`config.mk`:
```
export PLATFORM = sky130hd
export DESIGN_NAME = trdb_inst_pipeline
export DESIGN_NICKNAME = d
export VERILOG_FILES = /design/src/rtl/trdb_inst_pipeline.sv
export SDC_FILE = /design/constraint.sdc
export NUM_CORES = 1
export LEC_CHECK = 0
export BUFFER_PORTS_ARGS = -buffer_cell sky130_fd_sc_hd__buf_2
export CAP_MARGIN = 30
export CELL_PAD_IN_SITES_DETAIL_PLACEMENT = 0
export CELL_PAD_IN_SITES_GLOBAL_PLACEMENT = 1
export CORE_MARGIN = 8
export CORE_UTILIZATION = 40
export DETAILED_ROUTE_END_ITERATION = 10
export GPL_ROUTABILITY_DRIVEN = 0
export GPL_TIMING_DRIVEN = 0
export PLACE_DENSITY_LB_ADDON = 0.1
export SYNTH_ARGS = -nofsm -noshare
export SYNTH_HDL_FRONTEND = slang
export SYNTH_SLANG_ARGS = --single-unit
```
`constraint.sdc`:
```
create_clock -name clk_i -period 0.85 [get_ports clk_i]
set_input_delay 0.1275 -clock clk_i [delete_from_list [all_inputs] [get_ports clk_i]]
set_output_delay 0.1275 -clock clk_i [all_outputs]
set_load 0.03 [all_outputs]
```
`src/rtl/trdb_inst_pipeline.sv`:
```
// Three-slot (lc/tc/nc) retirement pipeline feeding trace packet selection.
// Optional periodic resync counter enabled by defining TRDB_RESYNC_EN.
module trdb_inst_pipeline #(
   parameter int unsigned XLEN       = 32,
   parameter int unsigned RESYNC_MAX = 1024
) (
   input  logic            clk_i,
   input  logic            rst_ni,
   input  logic            valid_i,
   input  logic [XLEN-1:0] iaddr_i,
   input  logic [1:0]      priv_lvl_i,
   input  logic            exception_i,
   input  logic            trace_qualified_i,
   input  logic            flush_i,
   input  logic            stall_i,
   output logic            ready_o,
   output logic            tc_valid_o,
   output logic [XLEN-1:0] tc_iaddr_o,
   output logic [1:0]      tc_priv_o,
   output logic            tc_first_qualified_o,
   output logic            tc_last_qualified_o,
   output logic            tc_priv_change_o,
   output logic            tc_after_exception_o,
   output logic            resync_o,
   input  logic            resync_ack_i
);

   typedef struct packed {
      logic            v;
      logic            q;
      logic [XLEN-1:0] iaddr;
      logic [1:0]      priv;
      logic            exc;
   } slot_t;

   slot_t r_lc;
   slot_t r_tc;
   slot_t r_nc;
   slot_t w_new;

   logic w_adv;
   logic w_tc_valid;
   logic w_tc_qual;
   logic w_lc_qual;
   logic w_first;
   logic w_last;
   logic w_priv_change;
   logic w_after_exc;

   assign w_adv   = ~stall_i & (flush_i | valid_i);
   assign ready_o = ~stall_i & ~flush_i;

   // A flush injects a valid but unqualified bubble so the last real entry drains.
   always_comb begin
      w_new   = '0;
      w_new.v = 1'b1;
      if (!flush_i) begin
         w_new.q     = trace_qualified_i;
         w_new.iaddr = iaddr_i;
         w_new.priv  = priv_lvl_i;
         w_new.exc   = exception_i;
      end
   end

   always_ff @(posedge clk_i or negedge rst_ni) begin
      if (!rst_ni) begin
         r_lc <= '0;
         r_tc <= '0;
         r_nc <= '0;
      end else if (w_adv) begin
         r_lc <= r_tc;
         r_tc <= r_nc;
         r_nc <= w_new;
      end
   end

   assign w_tc_valid    = r_tc.v & r_nc.v;
   assign w_tc_qual     = w_tc_valid & r_tc.q;
   assign w_lc_qual     = r_lc.v & r_lc.q;
   assign w_first       = w_tc_qual & ~w_lc_qual;
   assign w_last        = w_tc_qual & ~r_nc.q;
   assign w_priv_change = w_tc_qual & r_lc.v & (r_lc.priv != r_tc.priv);
   assign w_after_exc   = w_tc_qual & r_lc.v & r_lc.exc;

   assign tc_valid_o           = w_tc_valid;
   assign tc_iaddr_o           = r_tc.iaddr;
   assign tc_priv_o            = r_tc.priv;
   assign tc_first_qualified_o = w_first;
   assign tc_last_qualified_o  = w_last;
   assign tc_priv_change_o     = w_priv_change;
   assign tc_after_exception_o = w_after_exc;

`ifdef TRDB_RESYNC_EN
   localparam int unsigned CNT_W = $clog2(RESYNC_MAX + 1);
   localparam logic [CNT_W-1:0] CNT_MAX = CNT_W'(RESYNC_MAX);

   logic [CNT_W-1:0] r_cnt;

   // Ack wins over everything; a fresh qualified run restarts the count at 1.
   always_ff @(posedge clk_i or negedge rst_ni) begin
      if (!rst_ni) begin
         r_cnt <= '0;
      end else if (resync_ack_i) begin
         r_cnt <= '0;
      end else if (w_adv && w_first) begin
         r_cnt <= CNT_W'(1);
      end else if (w_adv && w_tc_qual && (r_cnt != CNT_MAX)) begin
         r_cnt <= r_cnt + 1'b1;
      end
   end

   assign resync_o = (r_cnt == CNT_MAX);
`else
   localparam int unsigned unused_resync_max = RESYNC_MAX;
   logic w_unused_ack;

   assign w_unused_ack = resync_ack_i;
   assign resync_o     = 1'b0;
`endif

endmodule

```
==> summary.txt <==
Global routing
  – Initial antenna violation count: 0
  – Number of global-route vias before repair: 2,405
  – First-pass GRT wire length: 11,800 um
  – Largest net degree at the start of global routing: 44
  – Total grt overflow: 0
  – Total GRT Usage: 0.132

Finish
  – Share of layout cells above drive strength 1: 0.585
  – Fin nets: 402
  – Utilization after layout: 0.659
  – # diodes: 0
  – Area Overhead vs Synth: 59.5%

Clock tree
  – CTS tree: yes
  – Clock root cell: clkbuf_8
  – CTS Buf Count: 9
  – Longest Clk Path Bufs: 2
  – H-Tree Depth: 3
  – Clock transition at the registers of the reported paths: 0.08 ns
  – Sink Count: 79
  – Clk Latency, worst-skew pair: 0.35 ns

Setup path
  – CP endpoint kind: output pin
  – Critical Path, Cell by Cell: buf_4 > nand3_2 > a21oi_2 > buf_6
  – Reg2reg path depth: 3
  – CP top delay family: flip-flops
  – Crit path kind: reg2out
  – Worst path required time: 0.72 ns
  – Critical path depth: 4
  – R2R setup slack: -0.18 ns
  – Crit path launch: r_nc[36]
  – CP peak stage delay: 0.40 ns
  – Setup crit start kind: flip-flop
  – Buf+Inv Stages, Crit Path: 2
  – CP max-delay cell: dfrtp_1
  – Worst reg2reg startpoint: r_tc[36]
  – Crit path DAT: 1.28 ns
  – Reg-to-reg critical path endpoint: r_tc[36]
  – Crit path max fanout: 4

Logic synthesis
  – Most numerous cell in the Yosys netlist: dfrtp_1
  – Main combinational cell family by area after synthesis: multiplexers
  – Synth Area in XOR/XNOR: 0.00546
  – Seq cells post-synth: 79
  – Post-Synth Simple-Gate Area: 0.0168
  – Distinct cell type count after synthesis: 18
  – Mux cell area share after synthesis: 0.147
  – Compound-gate portion of the synthesized area: 0.107
  – Synth Cell Area: 0.00321 mm^2
  – Syn_nets: 260
  – Top cell type by total area after synthesis: dfrtp_1
  – Asr flop ratio synth: 1.00
  – Ys flop type: dfrtp_1
  – Avg Cell Area, Syn: 14.7 um^2
  – Top cells by area, synth: dfrtp_1 62%, mux2_2 15%, a22o_1 9.8%
  – Register area share after synthesis: 0.616
  – Commonest cells in the synthesized netlist: 79 x dfrtp_1, 42 x mux2_2, 39 x buf_4
  – Area share of the largest cell type after synthesis: 0.616
  – Syn Inst Count: 218
  – Synth warn: 0
  – EDFF count, synth: 0
  – Post-synthesis adder-cell area fraction: 0

Timing
  – Final Hold Vio Count: 36
  – Final clock period utilization by the worst path: 1.65
  – Final setup violating endpoints: 74
  – Final-report max-slew violation count: 0
  – F_max: 713 MHz
  – Final setup margin: -0.553 ns
  – Fin crit period: 1.40 ns
  – Clk_skew: 0.0113 ns
  – RSZ-0062 raised after global routing: yes
  – Final hold slack: -0.264 ns
  – Setup TNS: -12.39 ns

Placement
  – Placement-stage worst setup slack: -0.398 ns
  – I/O Buffers: 80
  – Post-DP HPWL: 4640 um

Pwr
  – Pwr dens: 2020 mW/mm^2
  – Clock network power share: 0.328
  – Net Sw Power: 2.60 mW
  – Internal: 7.75 mW
  – Leakage: 2.60 nW
  – Switching share of power: 0.251
  – Max IR drop VDD: 1.19 mV
  – Flop pwr share: 0.423
  – Combinational cell fraction of total power: 0.250

Route
  – WL/cell: 16.5 um
  – Drt drc: 0
  – Initial drt markers: 53
  – Via-to-Cell Ratio: 4.66
  – Routed vias: 2,172
  – Final WL: 7670 um
  – Remaining antenna violation count after routing: 0
  – Drt pass-1 iters: 4

Floorplanning
  – Initial core utilization: 0.413
  – Die area: 0.0111 mm^2
  – Die height: 106 um
  – Width of the die: 106 um
  – I/O pins: 83
  – Num rows: 32
  – Core Region: 0.00777 mm^2

Run
  – Max-cap viol count: 0

Outcome
  – Failing checks: negative hold slack, negative setup slack
  – Run status: finished with violations

Worst hold path
  – Hold Crit Class: in2async
registers in the layout (all words and copies together), names as in the netlist:
| register | count |
|---|---|
| r_nc | 37 |
| tc_priv_o | 2 |
| r_tc | 3 |
| tc_iaddr_o | 32 |
| r_lc | 5 |
logic make-up after synthesis:
kind of cell / Yosys count
flip-flops: 79
AND/OR/NAND/NOR: 8
multiplexers: 42
XOR/XNOR: 2
buffers and inverters: 47
other: 1
AO/OA/AOI/OAI: 39
cells in the final DEF (no fill, tap or decap):
master	instances
clkbuf_1	1
nor3b_4	1
dlygate4sd3_1	28
buf_8	4
nor2_1	1
conb_1	1
clkbuf_16	3
dfrtp_1	78
and2_1	1
bufinv_16	3
buf_6	83
buf_2	37
o21bai_4	1
inv_1	1
nand2b_1	1
xnor2_1	2
clkbuf_8	11
dfrtp_2	1
buf_12	3
a21oi_2	2
mux2_2	11
clkbuf_2	1
buf_4	18
nor2_4	1
nor2_2	1
nand3_2	1
a22o_1	36
nand4_1	1
mux2_4	31
routing by layer:
metal	GRT usage	vias to the layer above	wire, um
met1	0.162	1087	3420
met3	0.0305	10	341
met2	0.215	52	3790
met5	0	-	0
met4	0.0633	0	121
li1	-	1023	-
worst register-to-register path: stages, from the launching register on:
cell and delay [ns]:
dfrtp_1 0.42, buf_4 0.15, buf_6 0.10, mux2_4 0.25
per-stage QoR:
step                area, um^2  hold WS [ns]  instances  total power, mW
global placement          3810         0.345        400             6.16
detailed placement        3830         0.126        401             6.20
CTS                       4810        -0.256        454             10.2
finish                    5120        -0.264        466             10.3
global route              5120        -0.240        466             10.8
floorplan                 3280        -0.168        218             5.64
worst max path at each step:
| stage | endpoint | slack (ns) |
|---|---|---|
| 2_1_floorplan | tc_priv_change_o | -0.13 |
| 3_3_place_gp | tc_iaddr_o[16] | -0.94 |
| 3_5_place_dp | tc_iaddr_o[16] | -0.40 |
| 4_1_cts | tc_priv_change_o | -0.56 |
| 5_1_grt | tc_first_qualified_o | -0.61 |
| 6_report | tc_first_qualified_o | -0.55 |
repair_timing:
action / CTS / global route
hold buffers: 27 / 1
pin swaps: 4 / 2
endpoints found under the setup margin: 62 / 71
buffers inserted: 12 / 14
resized for setup: 115 / 47
cloned: 0 / 3
endpoints found under the hold margin: 63 / 37
final cells by class:
type | count | area, um^2
fill | 579 | 2650
sequential | 79 | 1980
timing repair buffer | 135 | 1260
multi-input combinational | 92 | 1030
buffer | 42 | 472
clock buffer | 12 | 155
tap | 102 | 128
clock inverter | 3 | 90.1
inverter | 1 | 3.75
power groups by stage:
stage | registers [mW] | logic [mW] | clock network, mW
floorplan | 4.33 | 1.31 | 0
global placement | 4.38 | 1.78 | 0
detailed placement | 4.39 | 1.80 | 0
CTS | 4.35 | 2.39 | 3.48
global route | 4.42 | 2.73 | 3.64
finish | 4.38 | 2.58 | 3.39
No activity file was read; power rests on OpenSTA's default activity.
